==> config.mk <==
export PLATFORM = sky130hd
export DESIGN_NAME = osd_stm_trace_capture
export DESIGN_NICKNAME = d
export VERILOG_FILES = /design/src/rtl/osd_stm_pkg.sv /design/src/rtl/osd_delay_line.sv /design/src/rtl/osd_stm_trace_capture.sv
export SDC_FILE = /design/constraint.sdc
export NUM_CORES = 1
export LEC_CHECK = 0
export CELL_PAD_IN_SITES_DETAIL_PLACEMENT = 2
export CELL_PAD_IN_SITES_GLOBAL_PLACEMENT = 2
export CORE_ASPECT_RATIO = 1.1
export CORE_MARGIN = 2
export CORE_UTILIZATION = 24
export DETAILED_ROUTE_END_ITERATION = 16
export PLACE_DENSITY_LB_ADDON = 0.15
export SYNTH_ARGS = -nofsm -noshare
export SYNTH_HDL_FRONTEND = slang
export SYNTH_SLANG_ARGS = --single-unit
export TNS_END_PERCENT = 10
==> constraint.sdc <==
create_clock -name clk -period 2.8 [get_ports clk]
set_clock_uncertainty 0.1 [all_clocks]
set_input_delay 0.42 -clock clk [delete_from_list [all_inputs] [get_ports clk]]
set_output_delay 0.42 -clock clk [all_outputs]
set_load 0.1 [all_outputs]
==> src/rtl/osd_stm_pkg.sv <==
// Shared types and constants for the STM trace capture slice.
// Trace instructions are "addi x0, x0, imm" with a non-zero immediate.
package osd_stm_pkg;

  localparam logic [6:0] OP_IMM      = 7'h13;
  localparam logic [2:0] FUNCT3_ADDI = 3'h0;

  typedef struct packed {
    logic [15:0] id;
  } stm_tag_t;

  // True for "addi x0, x0, imm" with imm != 0; the all-zero immediate is the canonical NOP
  function automatic logic is_trace_insn(input logic [31:0] insn);
    return (insn[6:0] == OP_IMM) &&
           (insn[14:12] == FUNCT3_ADDI) &&
           (insn[11:7] == 5'd0) &&
           (insn[19:15] == 5'd0) &&
           (insn[31:20] != 12'd0);
  endfunction

endpackage

==> src/rtl/osd_delay_line.sv <==
// Resettable shift register carrying a valid bit alongside a data word.
// Output appears DEPTH cycles after input; DEPTH must be at least 1.
module osd_delay_line #(
  parameter int WIDTH = 16,
  parameter int DEPTH = 1
) (
  input  logic             clk,
  input  logic             rst,
  input  logic             valid,
  input  logic [WIDTH-1:0] data,
  output logic             delayed_valid,
  output logic [WIDTH-1:0] delayed_data
);

  logic [DEPTH-1:0]            valid_q;
  logic [DEPTH-1:0][WIDTH-1:0] data_q;

  // Shift valid/data one stage per cycle; reset flushes every stage so nothing in flight survives
  always_ff @(posedge clk) begin
    if (rst) begin
      valid_q <= '0;
      data_q  <= '0;
    end else begin
      valid_q[0] <= valid;
      data_q[0]  <= data;
      for (int i = 1; i < DEPTH; i++) begin
        valid_q[i] <= valid_q[i-1];
        data_q[i]  <= data_q[i-1];
      end
    end
  end

  assign delayed_valid = valid_q[DEPTH-1];
  assign delayed_data  = data_q[DEPTH-1];

endmodule

==> src/rtl/osd_stm_trace_capture.sv <==
// Watches the retire stream for trace instructions, reads the trace value
// register and emits one {id, value} event per trace instruction to the STM.
// Optional id range filter: define OSD_STM_CAPTURE_FILTER_EN.
// REG_LATENCY is expected to lie in 1..4.
module osd_stm_trace_capture
  import osd_stm_pkg::*;
#(
  parameter int XLEN           = 64,
  parameter int REG_ADDR_WIDTH = 5,
  parameter int VALUE_REG      = 10,
  parameter int REG_LATENCY    = 1
) (
  input  logic                      clk,
  input  logic                      rst,
  input  logic                      enable,
  input  logic                      retire_valid,
  input  logic [31:0]               retire_insn,
  output logic                      reg_read_enable,
  output logic [REG_ADDR_WIDTH-1:0] reg_read_addr,
  input  logic [XLEN-1:0]           reg_rdata,
  output logic                      trace_valid,
  output logic [15:0]               trace_id,
  output logic [XLEN-1:0]           trace_value,
  output logic [15:0]               trace_count
`ifdef OSD_STM_CAPTURE_FILTER_EN
  ,
  input  logic [15:0]               id_filter_lo,
  input  logic [15:0]               id_filter_hi
`endif
);

  stm_tag_t insn_tag;
  stm_tag_t delayed_tag;
  logic     filter_pass;
  logic     detect;
  logic     delayed_valid;

  assign insn_tag.id = {4'h0, retire_insn[31:20]};

`ifdef OSD_STM_CAPTURE_FILTER_EN
  assign filter_pass = (insn_tag.id >= id_filter_lo) && (insn_tag.id <= id_filter_hi);
`else
  assign filter_pass = 1'b1;
`endif

  assign detect = !rst && retire_valid && enable && is_trace_insn(retire_insn) && filter_pass;

  // Issue the value-register read in the same cycle the trace instruction retires
  always_comb begin
    reg_read_enable = 1'b0;
    reg_read_addr   = '0;
    if (detect) begin
      reg_read_enable = 1'b1;
      reg_read_addr   = REG_ADDR_WIDTH'(VALUE_REG);
    end
  end

  osd_delay_line #(
    .WIDTH($bits(stm_tag_t)),
    .DEPTH(REG_LATENCY)
  ) u_delay (
    .clk           (clk),
    .rst           (rst),
    .valid         (detect),
    .data          (insn_tag),
    .delayed_valid (delayed_valid),
    .delayed_data  (delayed_tag)
  );

  // Pair the emerging id with the read data and register the event; id/value hold between events
  always_ff @(posedge clk) begin
    if (rst) begin
      trace_valid <= 1'b0;
      trace_id    <= '0;
      trace_value <= '0;
      trace_count <= '0;
    end else begin
      trace_valid <= delayed_valid;
      if (delayed_valid) begin
        trace_id    <= delayed_tag.id;
        trace_value <= reg_rdata;
        trace_count <= trace_count + 16'd1;
      end
    end
  end

endmodule
==> summary.txt, run 1 <==
Logic synthesis
  – Flops & latches, synth: 106
  – Area share of the largest cell type after synthesis: between 50% and 60%
  – Synth area leader: dfxtp_1
  – Post-synth cell types: 29
  – Area contributors post-synth: dfxtp_1 (55%), mux2i_1 (20%), nor2_1 (8.3%)
  – Synthesized netlist cell count: ~380
  – Sequential fraction of the synthesis area: 54.6%
  – Avg Inst Size Synth: 10.3 µm²
  – Netlist Area Pre-Place: approximately 3900 µm²
  – Synth Warn #: 0

GRT
  – Global-route wire length before repair: ~19 mm
  – Grt met3 use: around 6.6%
  – Total track usage: ~14%
  – GR Util met2: between 20 and 25%
  – Total congestion overflow: 0
  – Largest net degree at the start of global routing: 54
  – Initial antenna violation count: 0
  – Vias in the first global route: 3612
  – Gr busiest metal: met2
  – GR Util met1: about 15%

Placed design
  – Pre-CTS setup slack: -0.0559 ns
  – Final Wtd Congestion: between 0.7 and 0.8
  – Port Buf Inserts: 195
  – Cell area after placement: ~5800 µm²
  – Dpl cells: approximately 750
  – Hpwl dp: between 9 and 10 mm

Critical path
  – RR Endpoint: trace_count[15]$_SDFFE_PP0P_
  – Crit path max fanout: 3
  – Slowest Stage Delay on Critical Path: 0.51 ns
  – Crit-path leading delay family: simple AND/OR/NAND/NOR gates
  – CP max-delay cell: or4_1
  – Worst r2r src: u_delay.delayed_valid$_SDFF_PP0_
  – Critical Path AT: approximately 2.2 ns
  – Flop2flop setup slack: 0.85 ns
  – R2r worst-path depth: 4
  – CP required: roughly 2.3 ns
  – Startpoint types: input port
  – Setup crit start: retire_insn[18]
  – Levels on crit path: 6
  – Crit-path cells: clkdlybuf4s50_1, or4_1, nor2_1, nand4_1, a31oi_4, buf_12
  – CP Class: input port to primary output
  – CP endpoint kind: primary output
  – Buf/Inv on CP: 2
  – Setup crit end: reg_read_addr[3]

Pwr
  – Worst VDD drop: ~0.28 mV
  – Pleak: approximately 2.3 nW
  – Sequential power share: between 50% and 60%
  – Int Pwr: around 0.0023 W
  – Switching Share: 22.3%
  – Reported net switching power: ~0.00067 W
  – PwrDens: 492 nW/µm²
  – Clock power frac: 42.2%
  – Design Power: approximately 0.0030 W
  – Combinational share of power: approximately 7.4%

Timing
  – Hold Violations, Final: 0
  – Final setup margin: 0.102 ns
  – Worst Tran Pin Value: ~0.6 ns
  – Max_slew headroom: 59.6%
  – Number of setup violations in the final report: 0
  – Min cycle time layout: approximately 2.7 ns
  – Max Freq: about 370 MHz
  – RSZ-0062 raised after global routing: false
  – Worst hold slack: roughly 0.37 ns
  – Pins Over Slew Limit: 0
  – Period utilization: 96.3%

Route
  – Wire per inst: ~16 µm
  – # DRC: 0
  – Detailed Route WL: roughly 12 mm
  – Antenna-violating nets left: 0
  – Via density: between 4 and 5
  – Drt pass-1 iters: 4
  – Via count: between 3000 and 4000
  – Iter 0 DRT Violations: 65

Final layout
  – Most frequent cells in the layout: dfxtp_1 (105), buf_4 (101), clkdlybuf4s50_1 (94)
  – Non-Filler Cell Area, Final: 6120 µm²
  – Layout Cells excl Fill: between 700 and 800
  – Layout area overhead: 57.4%
  – Layout cell share with drive strength beyond 1: about 22%
  – Most common cell after layout, fill and taps aside: dfxtp_1
  – Nets: ~660
  – Antenna diodes: 0
  – Fillers: 1701

Clock tree
  – Max Root-Sink Buffers: 2
  – CTS Sinks: roughly 110
  – CTS tree: built
  – Max H-tree Level: 3
  – Worst-Skew Late Latency: roughly 0.35 ns
  – Clock transition at path regs: roughly 0.070 ns
  – Root Driver: clkbuf_16
  – Postcts setup bufs: 0
  – Total CTS buffers: 9
  – Post-CTS Hold Buffers: 0

Status
  – Run status: completed

Floorplan
  – # rows: 48
  – # IOs: around 200
  – Starting Density: between 20% and 30%
  – Die height: 137 µm
  – Die Span X: 125 µm
  – CORE AREA: roughly 16000 µm²
  – Die ar.: 17200 µm²

Min path
  – Worst hold path class: register to register
  – Hold Crit Depth: 2

Flow run
  – Max cap viols: 0
-- cells by family after synthesis --
group	Yosys count	share of synthesized area, %
mux	77	19.8
fa+ha+maj	1	0.322
other cells	1	0.0965
simple gates	134	16.6
xor+xnor	8	1.80
flops	106	54.6
buf+inv	33	4.51
compound gates	16	2.25
-- worst register-to-register path, cell delays in order (launching register included) --
cell,delay (ns)
dfxtp_4,0.55
and4_1,0.33
nand4_2,0.21
or4_1,0.52
a21oi_1,0.15
-- registers in the layout (all words and copies together) (netlist names) --
name / flops
trace_count: 16
trace_valid: 1
trace_value: 64
trace_id: 12
u_delay.delayed_valid: 1
u_delay.delayed_data: 12
-- cell usage after synthesis --
cell	n
dfxtp_1	106
buf_2	8
xnor2_1	1
or4_1	4
buf_6	1
nand4b_1	1
nand2_1	4
o21ai_0	5
mux2i_1	77
inv_1	1
nor4b_1	2
nand3_1	2
ha_1	1
a31oi_1	2
and2_1	1
o31ai_1	2
a21oi_1	7
xor2_1	7
nand4_2	1
nand4_1	8
nor2b_1	13
or3_1	5
and4_1	2
buf_4	9
nor2_1	86
nor4_1	4
nand3_4	1
clkbuf_1	14
conb_1	1
-- layer usage --
| metal | vias up | share of wire [%] |
|---|---|---|
| met5 | - | 0 |
| met4 | 0 | 1.7 |
| met3 | 14 | 9.8 |
| met2 | 124 | 49 |
| met1 | 1633 | 40 |
| li1 | 1629 | - |
-- area by class of cell --
| class | count | area (µm²) | area share [%] |
|---|---|---|---|
| Multi-Input combinational cell | 243 | 1650 | 26.9 |
| Sequential cell | 106 | 2130 | 34.8 |
| Inverter | 1 | 3.75 | 0.0614 |
| Clock buffer | 10 | 229 | 3.74 |
| Tap cell | 200 | 250 | 4.09 |
| Timing Repair Buffer | 202 | 1790 | 29.3 |
| Clock inverter | 6 | 67.6 | 1.10 |
-- power groups by stage --
stage                     logic [W]  clock network [W]  registers, W
final                      0.000224            0.00127       0.00152
after global routing       0.000238            0.00140       0.00152
after CTS                  0.000227            0.00133       0.00152
after detailed placement   0.000227                  0       0.00155
after global placement     0.000223                  0       0.00155
after floorplan           0.0000799                  0       0.00155
-- worst min-delay path by stage --
stage / start / slack, ns / endpoint
after floorplan: u_delay.delayed_data[11]$_SDFF_PP0_ / 0.34 / trace_id[11]$_SDFFE_PP0P_
after global placement: u_delay.delayed_data[11]$_SDFF_PP0_ / 0.34 / trace_id[11]$_SDFFE_PP0P_
after detailed placement: u_delay.delayed_data[2]$_SDFF_PP0_ / 0.36 / trace_id[2]$_SDFFE_PP0P_
after CTS: u_delay.delayed_data[2]$_SDFF_PP0_ / 0.38 / trace_id[2]$_SDFFE_PP0P_
after global routing: u_delay.delayed_data[2]$_SDFF_PP0_ / 0.41 / trace_id[2]$_SDFFE_PP0P_
final: u_delay.delayed_data[0]$_SDFF_PP0_ / 0.37 / trace_id[0]$_SDFFE_PP0P_
-- per-stage QoR --
stage	util [%]	TNS, ns
6_report	38.7	0
5_1_grt	38.7	0
4_1_cts	38.7	0
3_5_place_dp	36.8	-0.167
3_3_place_gp	36.8	0
2_1_floorplan	-	-0.133
-- repair_timing --
| item | CTS | global route |
|---|---|---|
| gates cloned | 0 | 0 |
| endpoints found under the hold margin | 0 | 0 |
| resized for setup | 6 | 1 |
| endpoints found under the setup margin | 3 | 3 |
| pin swaps | 3 | 2 |
No activity file was read; power rests on OpenSTA's default activity.
==> run 2: changes to the inputs <==
Settings changed: PLACE_DENSITY set to 0.92, PLACE_DENSITY_LB_ADDON 0.15 to not set, SLEW_MARGIN set to 30.
==> summary.txt, run 2 (synthesis results as in run 1) <==
Route
  – Iter 0 DRT Violations: 99 (+52%)
  – Antenna-violating nets left: 0 (unchanged)
  – Detailed Route WL: 12.8 mm (+4.2%)
  – Wire per inst: 16.7 µm (+4.3%)
  – Drt pass-1 iters: 4 (unchanged)
  – Via density: 4.42 (-0.16%)
  – Via count: 3390 (-0.29%)
  – # DRC: 0 (unchanged)

GRT
  – Gr busiest metal: met2
  – Grt met3 use: 4.82% (-1.8 points)
  – Largest net degree at the start of global routing: 60 (+11%)
  – Vias in the first global route: 3848 (+6.5%)
  – Total track usage: 14.8% (+0.64 points)
  – GR Util met2: 27.6% (+3.5 points)
  – Global-route wire length before repair: 20.3 mm (+6.7%)
  – Total congestion overflow: 0 (unchanged)
  – GR Util met1: 15.6% (+0.11 points)
  – Initial antenna violation count: 0 (unchanged)

Clock tree
  – PostCTS Resize Cnt: 5 (-1)
  – Total CTS buffers: 9 (unchanged)
  – Postcts setup bufs: 0 (unchanged)
  – CTS Sinks: 106 (unchanged)
  – Max Root-Sink Buffers: 2 (unchanged)
  – CTS tree: built
  – Max H-tree Level: 3 (unchanged)
  – Worst-Skew Late Latency: 0.35 ns (about the same)
  – Root Driver: clkbuf_16
  – Clock transition at path regs: 0.07 ns (about the same)
  – Post-CTS Hold Buffers: 0 (unchanged)

Floorplan
  – Starting Density: 24.6% (unchanged)
  – # IOs: 203 (unchanged)
  – CORE AREA: 15800 µm² (unchanged)
  – Die Span X: 125 µm (unchanged)
  – Die height: 137 µm (unchanged)
  – # rows: 48 (unchanged)
  – Die ar.: 17200 µm² (unchanged)

Timing
  – Worst Tran Pin Value: 0.653 ns (+0.0475 ns)
  – Number of setup violations in the final report: 0 (unchanged)
  – Hold Violations, Final: 0 (unchanged)
  – Final setup margin: 0.0675 ns (-0.0347 ns)
  – Min cycle time layout: 2.73 ns (+0.0347 ns)
  – Max Freq: 366 MHz (-1.3%)
  – Max_slew headroom: 56.1% (-3.6 points)
  – Period utilization: 97.6% (+1.2 points)
  – Worst hold slack: 0.375 ns (+0.00132 ns)
  – Pins Over Slew Limit: 0 (unchanged)
  – RSZ-0062 raised after global routing: false

Critical path
  – Crit path max fanout: 3 (unchanged)
  – CP required: 2.28 ns (about the same)
  – CP max-delay cell: or4_4
  – CP Class: input port to primary output
  – CP endpoint kind: primary output
  – Crit-path cells: clkdlybuf4s50_1, or4_4, nor4_2, nand4_1, a31oi_4, buf_12
  – Buf/Inv on CP: 2 (unchanged)
  – Startpoint types: input port
  – Slowest Stage Delay on Critical Path: 0.42 ns (-0.09 ns)
  – Crit-path leading delay family: simple AND/OR/NAND/NOR gates
  – Critical Path AT: 2.21 ns (+0.03 ns)

Final layout
  – Most common cell after layout, fill and taps aside: dfxtp_1
  – Antenna diodes: 0 (unchanged)
  – Reg with most FFs: trace_value
  – Post-Route Utilization: 38.7% (about the same)
  – Most frequent cells in the layout: dfxtp_1 (105), buf_4 (98), clkdlybuf4s50_1 (95)
  – Largest regs: trace_value x64, trace_count x16
  – Layout area overhead: 57.3% (about the same)
  – Layout cell share with drive strength beyond 1: 22.0% (+0.039 points)
  – Max FFs per register: 64 (unchanged)
  – Non-Filler Cell Area, Final: 6120 µm² (about the same)
  – Nets: 663 (-0.15%)

Status
  – Run status: completed

Placed design
  – Port Buf Inserts: 195 (unchanged)
  – Cell area after placement: 5820 µm² (+0.30%)
  – Pre-CTS setup slack: -0.0420 ns (+0.0140 ns)
  – Final Wtd Congestion: 0.783 (+3.9%)
  – Hpwl dp: 9.95 mm (+8.0%)

Min path
  – Worst hold path class: register to register

Pwr
  – PwrDens: 486 nW/µm² (-1.3%)
  – Pleak: 2.34 nW (about the same)
  – Worst VDD drop: 0.244 mV (-12%)

Flow run
  – Max cap viols: 0 (unchanged)
[run 2: changes by cell type in the layout (fill, tap and decap cells not counted), sizes merged]
cell,previous run,this run
buf,104,103
bufinv,1,0
clkbuf,10,9
clkdlybuf4s50,94,95
clkinv,3,4
clkinvlp,2,0
dlygate4sd2,4,3
inv,1,4
[run 2: worst reg2reg max path: stages (launching register included)]
cell and delay, ns:
dfxtp_4 0.56, and4_1 0.36, nand4_2 0.23, or4_1 0.53, a21oi_1 0.17
[run 2: cell type report]
cell class,instances,area [µm²]
flip-flops and latches,106,2130
clock inverters,7,60.1
inverters,1,3.75
repair buffers,201,1810
fillers,1688,9680
multi-input cells,243,1640
clock buffers,9,225
well taps,200,250
[run 2: worst paths after layout]
path | start | endpoint | slack, ns | cells after the start
max | retire_insn[14] | reg_read_enable | 0.07 | 6
min | u_delay.delayed_data[9]$_SDFF_PP0_ | trace_id[9]$_SDFFE_PP0P_ | 0.37 | 2
max reg2reg | u_delay.delayed_valid$_SDFF_PP0_ | trace_count[15]$_SDFFE_PP0P_ | 0.77 | 4
min reg2reg | u_delay.delayed_data[9]$_SDFF_PP0_ | trace_id[9]$_SDFFE_PP0P_ | 0.37 | 2
[run 2: report_power, final]
group | switching, W | internal (W) | leakage, nW
combinational | 0.0000962 | 0.000132 | 1.34
clock | 0.000608 | 0.000620 | 0.142
sequential | 0.00000259 | 0.00151 | 0.857
[run 2: layer usage]
layer	part of all wire [%]	vias up
met1	39	1616
met3	7.9	12
li1	-	1626
met5	0	-
met2	52	136
met4	1.5	0
[run 2: metrics by stage]
step / TNS, ns / total power (W) / std cells
floorplan: -0.133 / 0.00163 / 382
global placement: 0 / 0.00177 / 750
detailed placement: -0.123 / 0.00178 / 751
CTS: 0 / 0.00303 / 767
global route: 0 / 0.00309 / 767
finish: 0 / 0.00297 / 767
==> run 3: changes to the inputs <==
Settings changed: ABC_CLOCK_PERIOD_IN_PS set to 2800.
==> results of run 3 <==
Same layout as run 2: the final DEF is identical, and so are final timing and power.
